[src/rtl/hazard_forward_unit.sv]
// hazard_forward_unit
//
// Hazard-resolution block between decode and the ID/EX register.
//  - Operand forwarding for NUM_SRC execute-stage sources (EX/MEM beats MEM/WB).
//  - Load-use hazard detection against the instruction in EX.
//  - Register scoreboard (one busy bit per register) for writes still in
//    flight in long-latency units; RAW and WAW hazards stall decode.
//  - Saturating counter of stall cycles.
//
// Ports
//   clk, rst                        clock, synchronous active-high reset
//   IF_ID_Rs/RsValid/Rd/RdValid     decode-stage operands and destination
//   ID_EX_Rs/Rd/MemRead             execute-stage operands, destination, load flag
//   EX_MEM_Rd/RegWrite              EX/MEM destination and write enable
//   MEM_WB_Rd/RegWrite              MEM/WB destination and write enable
//   LongOp_Issue/Rd                 decode instruction dispatched to mul/div
//   LongOp_Done/DoneRd              mul/div result written back this cycle
//   StallCountClr                   synchronous clear of StallCount
//   ForwardSel                      2 bits per operand: 00 regfile, 10 EX/MEM, 01 MEM/WB
//   Stall, Bubble                   hold PC and IF/ID; insert NOP into ID/EX
//   LongPending                     at least one long op in flight
//   StallCount                      saturating count of stall cycles
module hazard_forward_unit #(
  parameter int REG_ADDR_WIDTH = 5,
  parameter int NUM_SRC        = 2,
  parameter int CNT_WIDTH      = 16
) (
  input  logic                              clk,
  input  logic                              rst,
  input  logic [NUM_SRC*REG_ADDR_WIDTH-1:0] IF_ID_Rs,
  input  logic [NUM_SRC-1:0]                IF_ID_RsValid,
  input  logic [REG_ADDR_WIDTH-1:0]         IF_ID_Rd,
  input  logic                              IF_ID_RdValid,
  input  logic [NUM_SRC*REG_ADDR_WIDTH-1:0] ID_EX_Rs,
  input  logic [REG_ADDR_WIDTH-1:0]         ID_EX_Rd,
  input  logic                              ID_EX_MemRead,
  input  logic [REG_ADDR_WIDTH-1:0]         EX_MEM_Rd,
  input  logic                              EX_MEM_RegWrite,
  input  logic [REG_ADDR_WIDTH-1:0]         MEM_WB_Rd,
  input  logic                              MEM_WB_RegWrite,
  input  logic                              LongOp_Issue,
  input  logic [REG_ADDR_WIDTH-1:0]         LongOp_Rd,
  input  logic                              LongOp_Done,
  input  logic [REG_ADDR_WIDTH-1:0]         LongOp_DoneRd,
  input  logic                              StallCountClr,
  output logic [2*NUM_SRC-1:0]              ForwardSel,
  output logic                              Stall,
  output logic                              Bubble,
  output logic                              LongPending,
  output logic [CNT_WIDTH-1:0]              StallCount
);

  localparam int NREG = 2 ** REG_ADDR_WIDTH;
  localparam logic [CNT_WIDTH-1:0] CNT_MAX = '1;

  logic [NREG-1:0] busy;
  logic [NREG-1:0] busy_next;
  logic            load_use;
  logic            sb_raw;
  logic            sb_waw;
  logic            issue_ok;

  // Forwarding: EX/MEM holds the younger result, so it is tested first.
  always_comb begin
    // NOTE: every output of a combinational block gets a default first so no latch is inferred.
    ForwardSel = '0;
    for (int k = 0; k < NUM_SRC; k++) begin
      if (EX_MEM_RegWrite && (EX_MEM_Rd != '0) &&
          (EX_MEM_Rd == ID_EX_Rs[k*REG_ADDR_WIDTH +: REG_ADDR_WIDTH])) begin
        ForwardSel[2*k +: 2] = 2'b10;
      end else if (MEM_WB_RegWrite && (MEM_WB_Rd != '0) &&
                   (MEM_WB_Rd == ID_EX_Rs[k*REG_ADDR_WIDTH +: REG_ADDR_WIDTH])) begin
        ForwardSel[2*k +: 2] = 2'b01;
      end
    end
  end

  // Hazards look only at the registered busy vector: a Done releases the
  // stall one cycle later, there is no same-cycle bypass.
  always_comb begin
    load_use = 1'b0;
    sb_raw   = 1'b0;
    for (int k = 0; k < NUM_SRC; k++) begin
      if (IF_ID_RsValid[k]) begin
        if (ID_EX_MemRead && (ID_EX_Rd != '0) &&
            (ID_EX_Rd == IF_ID_Rs[k*REG_ADDR_WIDTH +: REG_ADDR_WIDTH])) begin
          load_use = 1'b1;
        end
        if (busy[IF_ID_Rs[k*REG_ADDR_WIDTH +: REG_ADDR_WIDTH]]) begin
          sb_raw = 1'b1;
        end
      end
    end
    sb_waw = IF_ID_RdValid && busy[IF_ID_Rd];
  end

  assign Stall       = ~rst & (load_use | sb_raw | sb_waw);
  assign Bubble      = Stall;
  assign LongPending = |busy;

  // A stalled decode instruction is not really dispatched, so its issue is dropped.
  assign issue_ok = LongOp_Issue && !Stall && (LongOp_Rd != '0);

  // Clear first, then set, so a same-register Issue+Done leaves the bit set.
  always_comb begin
    busy_next = busy;
    if (LongOp_Done) begin
      busy_next[LongOp_DoneRd] = 1'b0;
    end
    if (issue_ok) begin
      busy_next[LongOp_Rd] = 1'b1;
    end
    busy_next[0] = 1'b0;
  end

  // NOTE: the scoreboard is a flop vector, not a RAM, so it is fully reset;
  // this is what discards long ops pending across a reset.
  always_ff @(posedge clk) begin
    // NOTE: sequential state uses non-blocking assignments only.
    if (rst) begin
      busy <= '0;
    end else begin
      busy <= busy_next;
    end
  end

  always_ff @(posedge clk) begin
    if (rst) begin
      StallCount <= '0;
    end else if (StallCountClr) begin
      StallCount <= '0;
    end else if (Stall && (StallCount != CNT_MAX)) begin
      StallCount <= StallCount + 1'b1;
    end
  end

endmodule
[config.mk]
export PLATFORM = sky130hd
export DESIGN_NAME = hazard_forward_unit
export DESIGN_NICKNAME = d
export VERILOG_FILES = /design/src/rtl/hazard_forward_unit.sv
export SDC_FILE = /design/constraint.sdc
export NUM_CORES = 1
export LEC_CHECK = 0
export ABC_CLOCK_PERIOD_IN_PS = 2830
export CORE_AREA = 2 2 88 90
export CTS_BUF_LIST = sky130_fd_sc_hd__clkbuf_8
export CTS_CLUSTER_DIAMETER = 150
export DETAILED_ROUTE_END_ITERATION = 6
export DIE_AREA = 0 0 90 92
export PLACE_DENSITY = 0.78
export SLEW_MARGIN = 5
export SYNTH_ARGS = -nofsm -noshare
export SYNTH_HDL_FRONTEND = slang
export SYNTH_SLANG_ARGS = --single-unit
[constraint.sdc]
create_clock -name clk -period 2.83 [get_ports clk]
set_clock_uncertainty 0.05 [all_clocks]
set_input_delay 0.4245 -clock clk [delete_from_list [all_inputs] [get_ports clk]]
set_output_delay 0.4245 -clock clk [all_outputs]
set_load 0.005 [all_outputs]
==> impl_metrics.json, run 1 <==
{
  "crit_path_top_delay_cell": "mux4_2",
  "grt_overflow": 0,
  "ys_ff_latch": 47,
  "gp_congestion": 0.962,
  "syn_to_final_growth_pct": 46.2,
  "post-place-ws_ns": -0.746,
  "critPathLaunchType": "primary input",
  "die-area_um2": 8280,
  "ys_warn_count": 0,
  "track_usage_pct": 29.8,
  "critPathCaptureType": "flip-flop",
  "relSlewSlack_pct": 65.5,
  "drtIter0Drc": 323,
  "status": "finished, final reports clean",
  "worstPathCellList": "buf_2 > buf_12 > buf_6 > mux4_2 > mux2i_1 > o22ai_2 > nor4_4 > a21oi_2 > buf_6 > or4_4 > o31ai_2",
  "async_flop_share_pct": 0,
  "cpMostUsedCell": "buf_6",
  "ios": 84,
  "numCtsBuffers": 5,
  "holdBufCountCts": 0,
  "synth_area_um2": 3550,
  "num_vias": 4097,
  "grt_max_degree": 33,
  "grt_pass1_vias": 4151,
  "crit_type": "in2reg",
  "crit_arrival_ns": 3.00,
  "vias_per_cell": 6.18,
  "yosysSeqAreaShare_pct": 26.5,
  "antenna_found_initial": 0,
  "post-layout-total-power_uw": 1550,
  "core-area_um2": 7450,
  "p_leak_uw": 0.00195,
  "min_period_ns": 2.83,
  "drive_above_1_share_pct": 27.6,
  "synth_nets": 482,
  "start_util_pct": 47.6,
  "tightest_slew_ns": 0.516,
  "die_x_um": 90,
  "routed_wl_mm": 12.4,
  "antennaDiodeCount": 0,
  "syn_inst": 420,
  "synth_edf_count": 0,
  "path_clk_slew_ns": 0.09,
  "hold_class": "reg2reg",
  "route.detailed.drc": 0,
  "maxCapViolCount": 0,
  "wl_per_cell_um": 18.7,
  "root_buffer": "clkbuf_8",
  "fill_cells": 609,
  "synthDistinctLibCells": 54,
  "cts.path.max_buffers": 2,
  "cts_tree": "built",
  "ir_drop_mv": 0.273,
  "clkSinkCount": 47,
  "fin_ws_ns": 0.00380,
  "clock_latency_ns": 0.31,
  "dr.pass1.iters": 5,
  "synthFlopType": "dfxtp_1",
  "slew_violations": 0,
  "crit_required_ns": 3.01,
  "period_share_pct": 99.9,
  "fin_nets": 622,
  "powerDensity_nw_per_um2": 299,
  "critPathMaxStageDelay_ns": 0.50,
  "cts_htree_levels": 2,
  "path_max_fanout": 8,
  "dpl.hpwl_mm": 9.66,
  "setup_violations": 0,
  "max_freq_ghz": 0.354,
  "postSynthAreaPerCell_um2": 8.45,
  "rsz0062_at_grt": "true",
  "chipHeight_um": 92,
  "port-buffer-count": 83,
  "rows": 32,
  "grt_pass1_wl_mm": 19.8,
  "final-hold-violation-count": 0,
  "ant_nets": 0
}
-- metrics by stage --
| step | utilization (%) | setup TNS, ns | instances | area (um^2) | hold WS, ns |
|---|---|---|---|---|---|
| global placement | 65.6 | -18.70 | 646 | 4890 | 0.418 |
| global route | 69.6 | -0.115 | 663 | 5190 | 0.476 |
| detailed placement | 65.6 | -24.85 | 646 | 4890 | 0.443 |
| CTS | 69.0 | -0.00479 | 663 | 5140 | 0.456 |
| finish | 69.6 | 0 | 663 | 5190 | 0.463 |
| floorplan | - | 0 | 420 | 3550 | 0.416 |
-- worst paths after layout --
check | start | end | slack (ns) | cells past startpoint
setup / recovery | IF_ID_Rd[0] | busy[2] | 0.004 | 11
setup reg to reg | busy[31] | busy[2] | 0.08 | 8
hold reg to reg | StallCount[10] | StallCount[10] | 0.46 | 2
hold / removal | StallCount[10] | StallCount[10] | 0.46 | 2
-- synthesized netlist by cell type (2+ instances only) --
library cell	instances	area share [%]
nor3_1	4	0.56
nor2_1	19	2.0
a211o_1	2	0.49
nand2b_1	2	0.35
o41ai_1	2	0.49
or3_1	4	0.71
buf_2	9	1.3
xor2_1	22	5.4
inv_1	7	0.74
o22ai_1	3	0.53
nand2_1	45	4.8
nand4_1	9	1.6
and4_1	3	0.74
nor4b_1	2	0.49
and3_1	6	1.1
or2_2	3	0.53
a21oi_1	17	2.4
mux4_2	16	10
clkbuf_1	10	1.1
a31o_2	11	2.7
nor2b_1	4	0.71
nand3_1	32	4.5
dfxtp_1	47	27
mux2_2	6	1.9
or4_1	6	1.3
nor4_1	18	3.2
nor3b_1	7	1.5
mux2i_1	12	3.4
o21ai_0	19	2.7
o211ai_1	16	3.4
or3b_2	3	0.74
nand3b_1	9	1.9
xnor2_1	8	2.0
and2_1	2	0.35
a221oi_1	2	0.49
o21ai_1	15	2.1
-- where the power goes --
group / switching [uW] / total (uW) / internal, uW
registers: 8.45 / 675 / 667
clock network: 229 / 451 / 222
logic: 204 / 424 / 220
total: 441 / 1550 / 1110
-- cell usage in the layout, fill, tap and decap left out, types with 6 or more instances in the layout --
master / n
inv_1: 7
o21ai_0: 16
a21oi_1: 16
mux4_2: 16
and3_1: 6
nor3b_1: 7
a31o_2: 11
nor4_1: 13
dfxtp_1: 42
buf_4: 64
mux2i_1: 10
o211ai_1: 16
nand2_1: 45
clkdlybuf4s50_1: 70
o21ai_1: 17
xor2_1: 22
clkbuf_8: 7
nand3b_1: 9
xnor2_1: 8
nand3_1: 32
nand4_1: 9
nor2_1: 18
-- registers in the layout, indices dropped and copies added, names as in the netlist --
signal / cells
busy: 31
StallCount: 16
-- layer usage --
layer | wire, um | track usage, % | vias to the layer above
met5 | 0 | 0 | -
met3 | 784 | 5.75 | 55
met2 | 6390 | 54.6 | 220
met4 | 619 | 17.7 | 0
li1 | - | - | 1893
met1 | 4610 | 31.6 | 1929
-- worst max-delay path, delay by kind of cell --
family,cells,cell delay [ns]
simple gates,2,0.83
buf+inv,4,0.47
compound gates,3,0.51
mux,2,0.76
-- what timing repair did --
item | CTS | global route
pin swaps | 10 | 3
setup buffers | 10 | 0
endpoints found under the setup margin | 44 | 22
resized for setup | 56 | 14
-- final cells by class --
type | instances | area, um^2 | area share [%]
multi-input combinational | 345 | 2620 | 50.5
timing repair buffer | 153 | 1360 | 26.2
sequential | 47 | 947 | 18.3
tap | 102 | 128 | 2.46
clock buffer | 7 | 96.3 | 1.86
inverter | 8 | 30.0 | 0.579
clock inverter | 1 | 7.51 | 0.145
-- cell families (layout without fill, tap and decap cells) --
kind of cell	after synthesis	after routing	synth area share, %
AOI/OAI and AO/OA	95	95	17.3
xor gates and xnor gates	30	30	7.40
adders and majority gates	1	1	0.353
buffers and inverters	28	169	3.39
DFF	47	47	26.5
muxes	34	34	15.4
and+or+nand+nor	185	185	29.5
(Power assumes the default switching activity.)
==> inputs of run 2 (changes only) <==
Settings changed: ABC_CLOCK_PERIOD_IN_PS 2830 to unset, CTS_CLUSTER_DIAMETER 150 to 50.
==> results of run 2 <==
Final layout, timing and power as in run 1 (identical DEF).
==> inputs of run 3 (changes only) <==
Clock period 2.83 ns to 3.25 ns, I/O delays scaled along.
==> run 3 against run 2 <==
Worst setup slack improved by 0.16 ns. Via count decreased by 5.5%. Register-to-register slack gained 0.42 ns. Die area unchanged. Non-clock buffer count is 30 lower. Critical path depth is 1 lower. Final cell count fell by 4.7%. Critical endpoint is now Bubble. Largest cell class unchanged. Global-route usage shrank 2.2 points. Utilization down 3.9 points. Clock-buffer cell count fell by 2. Total power decreased by 13%. Clock power shrank 8.2%.
==> impl_metrics.json, run 3 (same netlist as run 1, synthesis figures left out) <==
{
  "status": "finished, final reports clean",
  "antenna_found_initial": 0,
  "num_vias": 3873,
  "routed_wl_mm": 11.2,
  "path_clk_slew_ns": 0.09,
  "p_leak_uw": 0.00184,
  "track_usage_pct": 27.5,
  "final-hold-violation-count": 0,
  "clkSinkCount": 47,
  "dr.pass1.iters": 5,
  "placed_cells": 625,
  "tightest_slew_ns": 0.542,
  "numCtsBuffers": 5,
  "top_register": "busy",
  "cpMostUsedCell": "buf_6",
  "worstPathCellList": "clkdlybuf4s50_1 > buf_6 > buf_6 > mux2i_1 > nand3b_1 > o211a_1 > a211o_1 > nor4_4 > a21oi_2 > buf_2",
  "maxCapViolCount": 0,
  "largest_register_ffs": 31,
  "cts.path.max_buffers": 2,
  "clock_latency_ns": 0.30,
  "multi_input_area_um2": 2530,
  "grt_max_degree": 30,
  "fill_cells": 639,
  "cts_htree_levels": 2,
  "period_share_pct": 94.9,
  "syn_to_final_growth_pct": 38.0,
  "fin_cells": 632,
  "placed_area_um2": 4730,
  "vias_per_cell": 6.13,
  "crit_path_top_delay_cell": "clkdlybuf4s50_1",
  "drive_above_1_share_pct": 18.7,
  "setup_violations": 0,
  "chipHeight_um": 92,
  "ant_nets": 0,
  "critPathMaxStageDelay_ns": 0.47,
  "port-buffer-count": 83,
  "reg2reg_slack_ns": 0.50,
  "holdBufCountCts": 0,
  "ir_drop_mv": 0.233,
  "path_max_fanout": 6,
  "max_freq_ghz": 0.324,
  "final_cell_mix": "clkdlybuf4s50_1 (74), dfxtp_1 (47), nand2_1 (45)",
  "critPathLaunchType": "primary input",
  "antennaDiodeCount": 0,
  "wl_per_cell_um": 17.8,
  "gp_congestion": 0.922,
  "powerDensity_nw_per_um2": 274,
  "ios": 84,
  "fin_nets": 592,
  "final_common_cell": "clkdlybuf4s50_1",
  "relSlewSlack_pct": 63.7,
  "die_x_um": 90,
  "crit_required_ns": 2.71,
  "critPathCaptureType": "output port",
  "min_period_ns": 3.08,
  "largestRegisters": "busy: 31 flops, StallCount: 16 flops",
  "rsz0062_at_grt": "false",
  "cts_tree": "built",
  "regArea_um2": 941,
  "root_buffer": "clkbuf_8",
  "grt_pass1_vias": 3944,
  "route.detailed.drc": 0,
  "grt_pass1_wl_mm": 18.8,
  "drtIter0Drc": 207,
  "crit_arrival_ns": 2.55,
  "die-area_um2": 8280,
  "crit_type": "in2out",
  "hold_class": "reg2reg",
  "finish.instance_area_um2": 4900,
  "slew_violations": 0,
  "dpl.hpwl_mm": 8.93,
  "core-area_um2": 7450,
  "grt_overflow": 0,
  "start_util_pct": 47.6,
  "rows": 32
}
## run 3: cell count changes in the layout (fill, tap and decap cells not counted), moves of 3 or more
cell / before / now
dfxtp_2: 5 / 0
nor4_1: 13 / 16
dlygate4sd2_1: 5 / 1
dfxtp_1: 42 / 47
dlymetal6s2s_1: 0 / 6
clkdlybuf4s50_1: 70 / 74
buf_4: 64 / 35
clkdlybuf4s15_2: 3 / 0
## run 3: metrics by stage
step / utilization, % / power, uW / setup WS, ns / TNS [ns] / hold WS, ns
floorplan: - / 747 / 0.423 / 0 / 0.416
global placement: 63.5 / 925 / -0.303 / -3.70 / 0.418
detailed placement: 63.5 / 932 / -0.346 / -5.44 / 0.441
CTS: 64.9 / 1330 / 0.00207 / 0 / 0.456
global route: 65.8 / 1390 / 0.0293 / 0 / 0.485
finish: 65.8 / 1340 / 0.165 / 0 / 0.450
## run 3: layout make-up
type | instances | share of cell area, %
inverter | 8 | 0.613
sequential | 47 | 19.2
clock buffer | 5 | 1.40
tap | 102 | 2.61
multi-input combinational | 345 | 51.6
clock inverter | 2 | 0.690
timing repair buffer | 123 | 23.9
## run 3: where the power goes
part	internal [uW]	leakage, uW	switching, uW
clock	223	0.0000554	191
sequential	580	0.000379	7.27
combinational	178	0.00141	163
total	981	0.00184	362
## run 3: worst max-delay path: cells and delay by family
family / cells / cell delay [ns]
compound gates: 3 / 0.56
buf+inv: 4 / 0.88
mux: 1 / 0.20
simple gates: 2 / 0.43
## run 3: worst paths after layout
path | startpoint | end | depth (start not counted)
max | IF_ID_Rs[2] | Bubble | 10
min | StallCount[1] | StallCount[1] | 2
max reg2reg | busy[8] | busy[2] | 10
min reg2reg | StallCount[1] | StallCount[1] | 2
## run 3: routing by layer
layer  GRT usage [%]  part of all wire [%]
met5               0                     0
met4            12.2                   2.8
met3            4.60                   5.8
met2            51.3                    52
met1            30.8                    39
## run 3: what timing repair did
item | CTS | global route
setup endpoints to repair | 3 | 28
gates cloned | 0 | 0
pin swaps | 3 | 8
endpoints found under the hold margin | 0 | 0
resized for setup | 13 | 14
buffers inserted | 0 | 1
